$ cat src/rtl/hazard_ctrl.sv
// hazard_ctrl: pipeline interlock, stall sequencing and EX-operand forwarding for the 5-stage core.
// Optional HI/LO occupancy tracking is built when HAZARD_MULDIV_EN is defined.
module hazard_ctrl #(
    parameter int MULDIV_LAT = 32
) (
    input  logic        clk,
    input  logic        rst_n,
    input  logic        idValid,
    input  logic [4:0]  idRs,
    input  logic [4:0]  idRt,
    input  logic        idUsesRs,
    input  logic        idUsesRt,
    input  logic [4:0]  idDst,
    input  logic        idRegWrite,
    input  logic        idIsLoad,
    input  logic        idIsMulDiv,
    input  logic        idUsesHiLo,
    input  logic        flush,
    input  logic        memWait,
    input  logic [31:0] memAluResult,
    input  logic [31:0] wbWriteData,
    output logic        stall,
    output logic        freeze,
    output logic        rsFwd,
    output logic        rtFwd,
    output logic [31:0] rsFwdData,
    output logic [31:0] rtFwdData,
    output logic        mulDivBusy
);
    typedef enum logic [1:0] {RUN, LDSTALL, MDWAIT} state_e;
    typedef struct packed {
        logic       v;
        logic [4:0] rs;
        logic [4:0] rt;
        logic [4:0] dst;
        logic       wr;
        logic       ld;
    } ex_slot_t;
    typedef struct packed {
        logic       v;
        logic [4:0] dst;
        logic       wr;
        logic       ld;
    } mem_slot_t;
    typedef struct packed {
        logic       v;
        logic [4:0] dst;
        logic       wr;
    } wb_slot_t;

    localparam int CNT_W = $clog2(MULDIV_LAT + 1);
    localparam logic [CNT_W-1:0] LAT = CNT_W'(MULDIV_LAT);

    state_e    state_q, state_d;
    ex_slot_t  ex_q, ex_d;
    mem_slot_t mem_q, mem_d;
    wb_slot_t  wb_q, wb_d;
    logic [1:0] rs_hit, rt_hit;
    logic ld_hazard, md_hazard, accept;

    assign freeze = memWait;
    assign accept = idValid & ~stall & ~flush;
    assign ld_hazard = ex_q.v & ex_q.ld & ex_q.wr & (ex_q.dst != 5'd0) & idValid &
                       ((idUsesRs & (idRs == ex_q.dst)) | (idUsesRt & (idRt == ex_q.dst)));

    // {MEM hit, WB hit}; a load sitting in MEM holds an address, never its data
    function automatic logic [1:0] hit(input logic [4:0] r);
        return {mem_q.v & mem_q.wr & ~mem_q.ld & (mem_q.dst == r) & (r != 5'd0),
                wb_q.v & wb_q.wr & (wb_q.dst == r) & (r != 5'd0)};
    endfunction

`ifdef HAZARD_MULDIV_EN
    logic [CNT_W-1:0] cnt_q, cnt_d;

    // HI/LO countdown: reload when a mul/div enters EX, count each unfrozen cycle
    always_comb begin
        cnt_d = cnt_q;
        if (!memWait)
            cnt_d = (accept & idIsMulDiv) ? LAT : (cnt_q != '0) ? cnt_q - CNT_W'(1) : cnt_q;
    end

    // HI/LO occupancy counter register
    always_ff @(posedge clk or negedge rst_n) begin
        if (!rst_n) cnt_q <= '0;
        else        cnt_q <= cnt_d;
    end

    assign mulDivBusy = cnt_q != '0;
    assign md_hazard  = mulDivBusy & idValid & (idUsesHiLo | idIsMulDiv);
`else
    logic unused_md;
    assign unused_md  = ^{idIsMulDiv, idUsesHiLo, LAT};
    assign mulDivBusy = 1'b0;
    assign md_hazard  = 1'b0;
`endif

    // Slot advance: shift down the pipe unless frozen; stalled or flushed ID enters EX as a bubble
    always_comb begin
        ex_d  = ex_q;
        mem_d = mem_q;
        wb_d  = wb_q;
        if (!memWait) begin
            wb_d  = wb_slot_t'{mem_q.v, mem_q.dst, mem_q.wr};
            mem_d = mem_slot_t'{ex_q.v, ex_q.dst, ex_q.wr, ex_q.ld};
            ex_d  = accept ? ex_slot_t'{1'b1, idRs, idRt, idDst, idRegWrite, idIsLoad} : '0;
        end
    end

    // Destination shadow slots for EX/MEM/WB
    always_ff @(posedge clk or negedge rst_n) begin
        if (!rst_n) begin
            ex_q  <= '0;
            mem_q <= '0;
            wb_q  <= '0;
        end else begin
            ex_q  <= ex_d;
            mem_q <= mem_d;
            wb_q  <= wb_d;
        end
    end

    // Operand forwarding for the instruction in EX, MEM has priority over WB
    always_comb begin
        rs_hit    = hit(ex_q.rs);
        rt_hit    = hit(ex_q.rt);
        rsFwd     = |rs_hit;
        rtFwd     = |rt_hit;
        rsFwdData = rs_hit[1] ? memAluResult : rs_hit[0] ? wbWriteData : '0;
        rtFwdData = rt_hit[1] ? memAluResult : rt_hit[0] ? wbWriteData : '0;
    end

    // Interlock state register
    always_ff @(posedge clk or negedge rst_n) begin
        if (!rst_n) state_q <= RUN;
        else        state_q <= state_d;
    end

    // Interlock next state: frozen cycles hold, flush always returns to RUN
    always_comb begin
        state_d = state_q;
        if (!memWait) begin
            case (state_q)
                RUN:     state_d = ld_hazard ? LDSTALL : md_hazard ? MDWAIT : RUN;
                MDWAIT:  state_d = md_hazard ? MDWAIT : RUN;
                default: state_d = RUN;
            endcase
            if (flush) state_d = RUN;
        end
    end

    // Stall output: load-use only detected from RUN, HI/LO wait in every state
    always_comb begin
        stall = (state_q == RUN) ? (ld_hazard | md_hazard) : md_hazard;
    end
endmodule
$ cat config.mk
export PLATFORM = sky130hd
export DESIGN_NAME = hazard_ctrl
export DESIGN_NICKNAME = d
export VERILOG_FILES = /design/src/rtl/hazard_ctrl.sv
export SDC_FILE = /design/constraint.sdc
export NUM_CORES = 1
export LEC_CHECK = 0
export ABC_AREA = 1
export CAP_MARGIN = 20
export CORE_MARGIN = 5
export CORE_UTILIZATION = 43
export CTS_CLUSTER_SIZE = 10
export DETAILED_ROUTE_END_ITERATION = 7
export HOLD_SLACK_MARGIN = 0.05
export PLACE_DENSITY_LB_ADDON = 0.25
export REMOVE_ABC_BUFFERS = 1
export SLEW_MARGIN = 10
export SYNTH_ARGS = -nofsm -noshare
export SYNTH_HDL_FRONTEND = slang
export SYNTH_SLANG_ARGS = --single-unit
export TNS_END_PERCENT = 1
$ cat constraint.sdc
create_clock -name clk -period 2.4 [get_ports clk]
set_input_delay 0.48 -clock clk [delete_from_list [all_inputs] [get_ports clk]]
set_output_delay 0.48 -clock clk [all_outputs]
set_load 0.01 [all_outputs]
== Word-level counts from Yosys, hierarchy flattened ==
Index checks and enable logic that the tools add are counted.
Cells by class
  eq/ne operators: 6
  multiplexer cells: 9
  bitwise operators: 24
  reduce and logical (&&, ||, !) cells: 6
Operators by type and width (count)
  $mux 32: 4
  $eq 5x5->1: 6
  $and 1x1->1: 20
  $mux 18: 1
  $reduce_bool 5->1: 3
  $reduce_or 2->1: 2
  $mux 1: 3
  $not 1->1: 3
  $logic_not 2->1: 1
  $mux 2: 1
  $or 1x1->1: 1
Word-level totals
  flip-flop bits (word level): 35

== Logic depth before layout (Yosys ltp) ==
Gate-level depths: netlist of run 1.
  word-level depth: 10
  depth in mapped cells: 10
  gate-level depth less buffers: 9

== Worst setup path before layout of run 1 ==
OpenSTA, ideal clock, no wires.
  path kind: register to output
  from: reg wb_q[4] in the netlist's numbering
  to: out rtFwdData[1]
  arrival time: 1.219 ns
  required time: 1.920 ns
  slack: 0.701 ns
  stages on the path, launching flop included: 7
  buffers on the path: 1
  cells stage by stage: dfrtp_1 -> xor2_1 -> nand3b_1 -> nor2_4 -> buf_6 -> nand3_1 -> nand2_1
Between the ends
  word-level cells in the longest chain between the ends: 5
RTL lines
  start, declared: line 57  | wb_slot_t wb_q, wb_d;
  start signal, assigned: line 118  | wb_q <= wb_d;
  $eq 5x5->1: line 69  | wb_q.v & wb_q.wr & (wb_q.dst == r) & (r != 5'd0)};
  $and 1x1->1 (2 in a row): line 69
  $mux 32 (2 in a row): line 129  | rtFwdData = rt_hit[1] ? memAluResult : rt_hit[0] ? wbWriteData : '0;
  end, declared: line 27  | output logic [31:0] rtFwdData,
No other way between the ends.

== Worst setup path in the final report of run 1 ==
  from: reg ex_q[13] in the netlist's numbering
  to: out rsFwdData[6]
Between the ends
  word-level cells in the longest chain between the ends: 5
RTL lines
  start, declared: line 55  | ex_slot_t ex_q, ex_d;
  start signal, assigned: line 112  | ex_q <= '0;
  start signal, assigned: line 116  | ex_q <= ex_d;
  $eq 5x5->1: line 69
  $and 1x1->1 (2 in a row): line 69
  $mux 32: line 128  | rsFwdData = rs_hit[1] ? memAluResult : rs_hit[0] ? wbWriteData : '0;
  $mux 32 (*): line 128
  end, declared: line 26  | output logic [31:0] rsFwdData,
Every way passes the cells marked *; elsewhere a longest branch is shown, timed or not.

==> flow_summary_export.csv, run 1 <==
group,metric,value,unit
sta,fin_ws,-0.00547,ns
power,leakagePower,2.64,nW
synthesis,synth_cell_types,31,
synthesis,syn_area_per_cell,5.98,µm²
critical_path,critPathCaptureType,"primary output",
finish,antenna_cells,0,
finish,layout-drive-gt1-share,0.220,
clock_tree,clkLatencyLatePin,0.29,ns
sta,fin_crit_sh,1.00,
critical_path,cpMostUsedCell,"nand2_1",
critical_path,cp-start-kind,"register",
critical_path,slowest_stage,"dfrtp_1",
clock_tree,clock_path_buffers,2,
sta,period_needed,2.41,ns
floorplan,core_area,6720,µm²
global_route,grt_pass1_vias,3602,
global_route,antenna_found_initial,0,
global_route,grt_max_degree,35,
floorplan,die-width,92.6,µm
global_route,gr-total-overflow,0,
synthesis,yosys_warnings,0,
run_status,violations,"setup timing",
route,vias,3977,
critical_path,worstPathRequired,1.92,ns
finish,area_growth,63.8,%
clock_tree,cts_tree,"yes",
route,drt_pass1_iterations,7,
clock_tree,cts.hold.buffers_added,0,
finish,fin_nets,762,
finish,final_util,0.715,
power,max-vdd-ir-drop,0.000403,V
sta,rsz0062_at_grt,"yes",
place,dpl.hpwl,8510,µm
route,drc,0,
flow_run,cap_viol_max_count,0,
sta,setup_viol,1,
critical_path,crit_type,"reg2out",
sta,fmax,0.416,GHz
clock_tree,cts_made_buffers,5,
synthesis,synth_cells,491,
hold_path,holdCritPathClass,"reg2reg",
finish,layout_common_cells,"nand2_1, clkdlybuf4s50_1, nand3_1, buf_2, dfrtp_1",
synthesis,synth.cell_area,2930,µm²
synthesis,ys_ff_latch,34,
critical_path,cpPeakStageDelay,0.38,ns
floorplan,io_pins,159,
run_status,status,"finished with violations",
route,first_iter_violations,214,
sta,maxSlewViolCount,0,
critical_path,cp_cell_sequence,"inv_2 > buf_4 > nand2_1 > nand4_1 > nor2_1 > nand2_2 > buf_6 > inv_8 > buf_12 > nand2_1 > nand2_1 > buf_6",
route,detail_route.vias_per_cell,5.28,
critical_path,path_max_fanout,8,
route,ant_nets,0,
floorplan,start_util,0.437,
clock_tree,htree_num_levels,2,
synthesis,synth-seq-area-share,0.290,
clock_tree,clk_pin_slew_worst_paths,0.07,ns
floorplan,dieArea,8580,µm²
place,place_congestion,0.874,
global_route,grt_pass1_wl,17800,µm
place,port_buffers,155,
power,total_power,0.00151,W
sta,finalHoldViolations,0,
floorplan,die-height,92.6,µm
finish,layout_commonest_cell,"nand2_1",
clock_tree,cts_root_buf,"clkbuf_8",
critical_path,crit_arrival,1.93,ns
clock_tree,clock_sinks,34,
route,drt-total-wl,11700,µm
floorplan,placementRows,30,
sta,fin_skew,0.00283,ns
route,wl_per_cell,15.5,µm
power,power_density,315,nW/µm²
global_route,track_usage,0.254,
==> Yosys cell counts <==
library cell | count | area share
nor2_2 | 2 | 0.0043
nor3_2 | 1 | 0.0034
and3_1 | 1 | 0.0021
o21ai_0 | 18 | 0.031
nand4_1 | 6 | 0.013
or2_2 | 2 | 0.0043
nand3_1 | 87 | 0.15
nor3_1 | 2 | 0.0034
o21ai_1 | 3 | 0.0051
nor2_4 | 2 | 0.0077
clkbuf_4 | 1 | 0.0026
clkbuf_1 | 5 | 0.0064
buf_4 | 10 | 0.026
xnor2_1 | 3 | 0.0090
nand2_2 | 2 | 0.0043
nand3b_1 | 1 | 0.0026
dfrtp_1 | 34 | 0.29
xor2_1 | 2 | 0.0060
nand2_1 | 236 | 0.30
inv_1 | 31 | 0.040
inv_4 | 2 | 0.0043
a21oi_1 | 1 | 0.0017
buf_6 | 10 | 0.038
nor2_1 | 15 | 0.019
or2_0 | 1 | 0.0021
buf_2 | 2 | 0.0034
inv_2 | 7 | 0.0090
conb_1 | 1 | 0.0013
a21oi_2 | 1 | 0.0030
nand3_2 | 1 | 0.0034
nand4_2 | 1 | 0.0043
==> stage by stage <==
stage / setup TNS (ns) / cell area [µm²] / cells / hold WS (ns) / setup slack (ns)
3_5_place_dp: -6.95 / 4620 / 724 / 0.463 / -0.256
6_report: -0.00547 / 4800 / 753 / 0.480 / -0.00547
5_1_grt: -3.46 / 4800 / 753 / 0.508 / -0.122
2_1_floorplan: 0 / 2710 / 463 / 0.184 / 0.414
3_3_place_gp: -7.27 / 4620 / 724 / 0.463 / -0.244
4_1_cts: -0.590 / 4760 / 746 / 0.480 / -0.134
==> sequential cells by signal, indices dropped and copies added (netlist names) <==
name,count
wb_q,7
state_q,1
mem_q,8
ex_q,18
==> timing repair <==
item | in CTS | in global routing
gates cloned | 4 | 2
setup endpoints to repair | 67 | 63
pin swaps | 6 | 12
gates resized for setup | 256 | 38
buffers inserted | 10 | 6
==> power by group <==
group          switching [W]  total, W  internal (W)
clock               0.000209  0.000440      0.000230
combinational       0.000198  0.000431      0.000233
sequential         0.0000338  0.000644      0.000610
total               0.000441   0.00151       0.00107
==> layout make-up <==
| type | count | area (µm²) |
|---|---|---|
| Clock buffer | 6 | 82.6 |
| Clock inverter | 2 | 12.5 |
| Fill cell | 566 | 1910 |
| Inverter | 40 | 160 |
| Multi-Input combinational cell | 390 | 1740 |
| Sequential cell | 34 | 852 |
| Tap cell | 80 | 100 |
| Timing Repair Buffer | 201 | 1860 |
==> per-layer routing <==
metal | vias to the layer above | track usage | wire length, µm
li1 | 1913 | - | -
met1 | 1828 | 0.292 | 4400
met2 | 198 | 0.467 | 5730
met3 | 38 | 0.0471 | 1090
met4 | 0 | 0.0891 | 456
met5 | - | 0 | 0
==> cell families (layout without fill, tap and decap cells) <==
family,Yosys count,in the layout,synth area share
and+or+nand+nor,360,361,0.524
xor gates and xnor gates,5,5,0.0149
buffers and inverters,68,249,0.129
AOI/OAI and AO/OA,23,23,0.0405
other,1,1,0.00128
DFF,34,34,0.290
==> final timing paths <==
check | startpoint | endpoint | slack (ns) | depth (start not counted)
worst max-delay path | ex_q[13]$_DFFE_PN0N_ | rsFwdData[6] | -0.005 | 12
worst min-delay path | ex_q[1]$_DFFE_PN0N_ | ex_q[1]$_DFFE_PN0N_ | 0.48 | 2
worst max register to register | ex_q[6]$_DFFE_PN0N_ | ex_q[16]$_DFFE_PN0N_ | 0.89 | 8
worst min register to register | ex_q[1]$_DFFE_PN0N_ | ex_q[1]$_DFFE_PN0N_ | 0.48 | 2
max in group asynchronous | rst_n | ex_q[10]$_DFFE_PN0N_ | 1.48 | 2
min in group asynchronous | rst_n | mem_q[7]$_DFFE_PN0N_ | 0.59 | 2
==> worst max-delay path, delay by kind of cell (launching register included) <==
family	cells	cell delay, ns
DFF	1	0.38
buffers and inverters	6	0.64
and+or+nand+nor	6	0.61
(Power assumes the default switching activity.)
==> run 2: changes to the inputs <==
--- a/config.mk
+++ b/config.mk
@@ -8,11 +8,12 @@
 export ABC_AREA = 1
 export CAP_MARGIN = 20
 export CORE_MARGIN = 5
-export CORE_UTILIZATION = 43
+export CORE_UTILIZATION = 40
 export CTS_CLUSTER_SIZE = 10
 export DETAILED_ROUTE_END_ITERATION = 7
 export HOLD_SLACK_MARGIN = 0.05
 export PLACE_DENSITY_LB_ADDON = 0.25
+export RECOVER_POWER = 25
 export REMOVE_ABC_BUFFERS = 1
 export SLEW_MARGIN = 10
 export SYNTH_ARGS = -nofsm -noshare
==> constraint.sdc (replaced) <==
create_clock -name clk -period 2.6 [get_ports clk]
set_input_delay 0.52 -clock clk [delete_from_list [all_inputs] [get_ports clk]]
set_output_delay 0.52 -clock clk [all_outputs]
set_load 0.01 [all_outputs]
==> run 2 against run 1 <==
  * The run still ends with setup timing left
  * Sequential power fell by 7.0%
  * Global-route usage is 3.2 points lower
  * Cell area decreased by 0.94%
  * Register-to-register slack better by 0.21 ns
  * Sequential share of layout area grew 0.14 points
  * Worst setup slack got worse by 0.13 ns
  * Clock skew grew 0.0013 ns
==> flow_summary_export.csv, run 2 (same netlist as run 1, synthesis figures left out) <==
group,metric,value,unit
run_status,status,"finished with violations",
run_status,violations,"setup timing",
power,internal_power,0.00104,W
sta,rsz0062_at_grt,"yes",
clock_tree,clock_path_buffers,2,
global_route,grt_max_degree,35,
finish,top_regs,"ex_q (18), mem_q (8), wb_q (7)",
finish,regMostFlops,"ex_q",
power,leakagePower,3.17,nW
floorplan,dieArea,9150,µm²
power,combPwrFrac,0.251,
sta,worst_pin_slew,0.828,ns
floorplan,io_pins,159,
critical_path,crit_type,"reg2out",
finish,layout_commonest_cell,"nand2_1",
route,detail_route.vias_per_cell,5.06,
clock_tree,cts_made_buffers,5,
sta,fin_crit_sh,1.05,
global_route,grt_pass1_wl,16400,µm
clock_tree,postCtsSetupRepairBufs,0,
global_route,met1_usage,0.287,
critical_path,crit_arrival,2.21,ns
critical_path,worstPathRequired,2.08,ns
floorplan,start_util,0.407,
power,power_density,301,nW/µm²
global_route,busiest_layer,"met2",
critical_path,path_max_fanout,15,
route,drt-total-wl,11000,µm
flow_run,cap_viol_max_count,0,
clock_tree,htree_num_levels,2,
route,drc,0,
critical_path,critPathCaptureType,"primary output",
route,ant_nets,0,
sta,maxSlewViolCount,0,
global_route,track_usage,0.222,
clock_tree,clock_sinks,34,
route,drt_pass1_iterations,4,
floorplan,core_area,7210,µm²
global_route,grtUsageMet2,0.364,
finish,fin_nets,727,
floorplan,placementRows,31,
critical_path,cp-start-kind,"register",
power,power_switching,0.000395,W
global_route,antenna_found_initial,0,
floorplan,die-width,95.6,µm
sta,finalHoldViolations,0,
hold_path,holdCritPathClass,"reg2reg",
clock_tree,cts_tree,"yes",
global_route,grt_use_met3,0.0545,
place,place_congestion,0.901,
finish,antenna_cells,0,
finish,layout-drive-gt1-share,0.0705,
sta,setup_viol,1,
power,p_seq_frac,0.418,
clock_tree,cts_root_buf,"clkbuf_8",
place,dpl.hpwl,8250,µm
clock_tree,clkLatencyLatePin,0.28,ns
route,wl_per_cell,14.9,µm
sta,tns,-0.134,ns
route,vias,3732,
sta,fmax,0.366,GHz
floorplan,die-height,95.6,µm
finish,largest_reg_flops,18,
finish,layout_common_cells,"nand2_1, clkdlybuf4s50_1, nand3_1, dlymetal6s2s_1, dfrtp_1",
power,swShare,0.275,
sta,period_needed,2.73,ns
sta,fin_ws,-0.134,ns
power,max-vdd-ir-drop,0.000426,V
critical_path,r2r_slack,1.10,ns
finish,area_growth,62.2,%
power,clkPwrFrac,0.331,
global_route,gr-total-overflow,0,
place,port_buffers,155,
sta,fin_skew,0.00412,ns
clock_tree,clk_pin_slew_worst_paths,0.07,ns
sta,slew_headroom,0.448,
sta,whs,0.481,ns
power,total_power,0.00143,W
global_route,grt_pass1_vias,3377,
route,first_iter_violations,181,
[run 2: power by group through the flow]
stage	Sequential, W	Clock (W)	Combinational [W]
CTS	0.000598	0.000489	0.000358
finish	0.000599	0.000473	0.000360
floorplan	0.000599	0	0.000133
global placement	0.000607	0	0.000346
global route	0.000604	0.000513	0.000397
detailed placement	0.000608	0	0.000356
[run 2: routing by layer]
layer  part of all wire  wire [µm]
met2               0.47       5180
met1               0.41       4510
met4              0.024        267
met5                  0          0
met3              0.093       1030
[run 2: stage by stage]
step | instance area [µm²] | std cells | setup WS [ns] | util
final | 4760 | 737 | -0.134 | 0.660
after global routing | 4760 | 737 | -0.239 | 0.660
after CTS | 4600 | 736 | -0.155 | 0.638
after detailed placement | 4490 | 728 | -0.0331 | 0.623
after global placement | 4490 | 728 | -0.00348 | 0.623
after floorplan | 2710 | 463 | 0.574 | -
[run 2: path summary, 6_finish.rpt]
check	start	end	depth (start not counted)
max reg2reg	ex_q[6]$_DFFE_PN0N_	ex_q[15]$_DFFE_PN0N_	8
min	ex_q[1]$_DFFE_PN0N_	ex_q[1]$_DFFE_PN0N_	2
min reg2reg	ex_q[1]$_DFFE_PN0N_	ex_q[1]$_DFFE_PN0N_	2
max in group asynchronous	rst_n	ex_q[5]$_DFFE_PN0N_	2
min in group asynchronous	rst_n	ex_q[1]$_DFFE_PN0N_	2
max	ex_q[14]$_DFFE_PN0N_	rsFwdData[11]	9
[run 2: worst max-delay path: stages, from the launching register on]
cell and delay [ns]:
dfrtp_1 0.43, inv_1 0.11, nand4_1 0.13, nor2_1 0.16, nor2_2 0.08, nand2_4 0.16
buf_12 0.17, nand3_1 0.08, nand2_1 0.07, clkdlybuf4s50_1 0.55
[run 2: final cells by class]
| class | instances | area [µm²] |
|---|---|---|
| clock inverter | 3 | 40.0 |
| timing repair buffer | 167 | 1790 |
| sequential | 34 | 851 |
| clock buffer | 5 | 68.8 |
| tap | 99 | 124 |
| inverter | 40 | 170 |
| fill | 627 | 2450 |
| multi-input combinational | 389 | 1720 |
[run 2: repair_timing]
action                                  4_1_cts  5_1_grt
cloned                                        0        1
pin swaps                                     0        1
hold buffers                                  0        0
resized for setup                            35       49
endpoints found under the setup margin       67       43
==> edit 1, RTL diff (flow settings as in run 2) <==
The option `HAZARD_MULDIV_EN` is turned on by a define.
--- a/src/rtl/hazard_ctrl.sv
+++ b/src/rtl/hazard_ctrl.sv
@@ -1,4 +1,6 @@
 // hazard_ctrl: pipeline interlock, stall sequencing and EX-operand forwarding for the 5-stage core.
 // Optional HI/LO occupancy tracking is built when HAZARD_MULDIV_EN is defined.
+`define HAZARD_MULDIV_EN
+
 module hazard_ctrl #(
     parameter int MULDIV_LAT = 32
Formal check against the unedited RTL: not equivalent (a bounded check fails within 4 cycles, from zero or initial values and one cycle with rst_n low).
==> edit 1 against run 2 <==
  * The flow still finishes with violations (setup timing)
  * Sequential power rose by 33%
  * Design area is 4.9% higher
  * Combinational power increased by 89%
  * Global-route usage up 1.4 points
  * Critical path depth rose by 2
  * Area after synthesis grew 5.3%
  * Non-clock buffer count grew 32
  * Setup slack better by 0.094 ns
  * Sequential cell count rose by 7
  * Routed wire length grew 8.8%
  * Total power up 40%
  * Critical path type unchanged
==> edit 1: results (changes against run 2) <==
- Global-route track usage on met2: 0.418 (+0.0536)
* Data arrival time of the critical path: 2.12 ns (-0.09 ns)
- The placed instance area came to 4860 um^2 (+8.2%).
- Worst slack at placement: -0.113 ns (-0.0797 ns)
- The worst setup slack after layout came to -0.0407 ns (+0.0938 ns).
* Status: complete, but fails checks
- # nets final: 741 (+1.9%)
- The endpoint identified for the worst register-to-register timing path is ex_q[16].
* Cells after Synth: 468 (-4.7%)
- Met3 WL post-DR: 857 um (-16%)
- Met1 Routed Length: 4860 um (+7.7%)
* Setup skew after layout: 0.0100 ns (+0.00590 ns)
* Register-to-register setup slack: 0.49 ns (-0.61 ns)
- The sequential area share after synthesis is 0.332 (+0.0420).
* Int Power: 1.38 mW (+33%)
- After synthesis, the cell types taking the most area are dfrtp_1 (33%), nand2_1 (14%), inv_1 (9.6%), o21ai_0 (6.8%), nand3_1 (6.5%).
- The setup-violating endpoint count in the final report was 28 (+27).
- Top post-synthesis cells by count: nand2_1 (117), inv_1 (79), o21ai_0 (42)
* First-pass GRT wire length: 18700 um (+14%)
- The largest individual stage delay along the critical path comes from the cell dfrtp_1.
- Peak fanout along the critical path: 8 (-7)
* Clock group share of total power: 0.265 (-0.066)
* Gp weighted congestion: 0.919 (+2.0%)
* Parity-gate share of the synthesized area counting xor and xnor cells: 0.0397 (+0.0248)
- Port Buffer Count: 158 (+1.9%)
- Post-synth cell types: 34 (+9.7%)
- Slew at the pin closest to its max-slew limit: 1.02 ns (+0.190 ns)
- Setup TNS: -0.466 ns (-0.332 ns)
- Delay of the slowest cell on the worst path: 0.37 ns (-0.18 ns)
- The maximum vdd ir drop was 0.463 mV (+8.7%).
- Filler cells: 663 (+5.7%)
* Final routed wire length divided by cell count: 15.9 um (+6.5%)
* Proportion of layout cells with a drive suffix above 1: 0.224 (+0.154)
- HPWL after detailed placement: 8490 um (+3.0%)
- The via count of the routed design is 3896 (+4.4%).
- Violated checks: setup timing
edit 1: cell count changes after synthesis, sizes merged, moves of 3 or more:
cell	before	now
nand4	7	14
xnor2	3	9
dfrtp	34	41
nor3	3	6
o22ai	0	15
inv	40	80
clkbuf	6	10
xor2	2	5
buf	22	14
o21ai	21	81
nand2	238	117
nand3	88	41
nor4	0	5
edit 1: cell type report:
class / count / area [um^2] / share of cell area
inverters: 81 / 304 / 0.0609
clock inverters: 1 / 30.0 / 0.00602
repair buffers: 199 / 1700 / 0.341
multi-input cells: 322 / 1710 / 0.343
well taps: 102 / 128 / 0.0256
flip-flops and latches: 41 / 1030 / 0.206
clock buffers: 7 / 86.3 / 0.0173
edit 1: repair_timing:
item                       in CTS  in global routing
setup endpoints to repair      67                 67
pin swaps                       8                  6
setup buffers                  12                  1
gates cloned                    3                  2
gates resized for setup       262                 69
==> edit 2, RTL diff (config.mk and constraints of run 2) <==
Made on the original files. Re-encode `state_e` (3 states) as one-hot, 3 bits wide.
--- a/src/rtl/hazard_ctrl.sv
+++ b/src/rtl/hazard_ctrl.sv
@@ -28,5 +28,5 @@
     output logic        mulDivBusy
 );
-    typedef enum logic [1:0] {RUN, LDSTALL, MDWAIT} state_e;
+    typedef enum logic [2:0] {RUN = 3'b001, LDSTALL = 3'b010, MDWAIT = 3'b100} state_e;
     typedef struct packed {
         logic       v;
Formal check against the unedited RTL: same outputs for any inputs over 10 cycles, from zero or initial values and one cycle with rst_n low; not proved beyond that.
==> edit 2 against run 2 <==
  * Design area decreased by 0.66%
  * Routed wire length is 0.78% lower
  * Die area increased by 1.8%
  * First-iteration DRC count is 7.2% lower
  * Clock power increased by 3%
  * Area after synthesis rose by 2.0%
  * Clock skew fell by 0.0012 ns
  * Total power up 1.7%
  * Critical path depth is the same
  * Global-route usage decreased by 0.43 points
  * Setup slack better by 0.26 ns
  * Combinational power shrank 1%
  * Sequential cell count is 1 higher
  * Synthesized cell count increased by 2.6%
==> edit 2: results (changes against run 2) <==
- Initial antenna violation count: 1 (+1)
- The internal power consumption came to 1.05 mW (+1.6%).
* Endpoint with the worst hold slack: wb_q[0]
- Multi-input combinational area share: 0.368 (+0.00768)
- Gp weighted congestion: 0.900 (-0.16%)
- Maximum VDD drop: 0.449 mV (+5.5%)
- The area growth from synthesis to layout is 58.0%.
- CP Capture Point: rsFwdData[5]
* Via total after detailed routing: 3788 (+1.5%)
- Critical register-to-register path startpoint: state_q[0]
- The number of global-route vias before repair came to 3508 (+3.9%).
- Quantity of gates resized following cts: 68 (+94%)
* Proportion of layout cells with a drive suffix above 1: 0.0762 (+0.00569)
- Status: finished clean
- Count of plain and timing-repair buffers in the layout: 171 (+2.4%)
* R2r endpoint: ex_q[17]
* Leading post-synthesis cells by cell area: nand2_1 (31%), dfrtp_1 (28%), nand3_1 (14%), inv_1 (4.8%), buf_6 (4.1%)
* Number of design-rule violations left by the first detailed-router iteration: 168 (-7.2%)
* Setup skew after layout: 0.00287 ns (-0.00125 ns)
- Largest net degree at the start of global routing: 49 (+40%)
* Final total power: 1.46 mW (+1.7%)
- The area of the core region was 7250 um^2 (+0.54%).
- Post-place instance area: 4660 um^2 (+3.8%)
- The kind of cell with the highest combined delay along the critical path is simple AND/OR/NAND/NOR gates.
* HPWL after detailed placement: 8590 um (+4.2%)
- The clock net sink count is 35 (+2.9%).
* Hold wc startpoint: wb_q[0]
- The top achievable clock speed was 0.404 GHz (+10%).
- Leakage: 2.68 nW (-15%)
- Critical path origin: mem_q[0]
- Mean Syn Cell Area: 5.94 um^2 (-0.63%)
* First-pass GRT wire length: 16200 um (-1.0%)
* Worst path slowest cell: dfrtp_1
* Post-synth cell types: 26 (-16%)
- Final hold slack: 0.485 ns (+0.00418 ns)
- The routed wire length per instance was 14.4 um (-3.3%).
edit 2: cell types whose count changed in the layout (fill, tap and decap cells not counted), moves of 4 or more:
cell / before / now
dlygate4sd2_1: 24 / 64
nand3_2: 1 / 6
nand2_1: 236 / 247
dlymetal6s2s_1: 42 / 3
inv_1: 30 / 38
nand3_1: 87 / 83
nor2_1: 12 / 16
edit 2: per-layer routing:
| metal | part of all wire | routed length (um) |
|---|---|---|
| met5 | 0 | 0 |
| met4 | 0.025 | 275 |
| met3 | 0.092 | 1000 |
| met2 | 0.50 | 5500 |
| met1 | 0.38 | 4120 |
edit 2: kinds of logic after synthesis:
kind of cell           share of synthesized area
AO/OA/AOI/OAI                             0.0372
XOR/XNOR                                  0.0117
buffers and inverters                      0.128
flip-flops                                 0.293
other                                    0.00125
AND/OR/NAND/NOR                            0.529
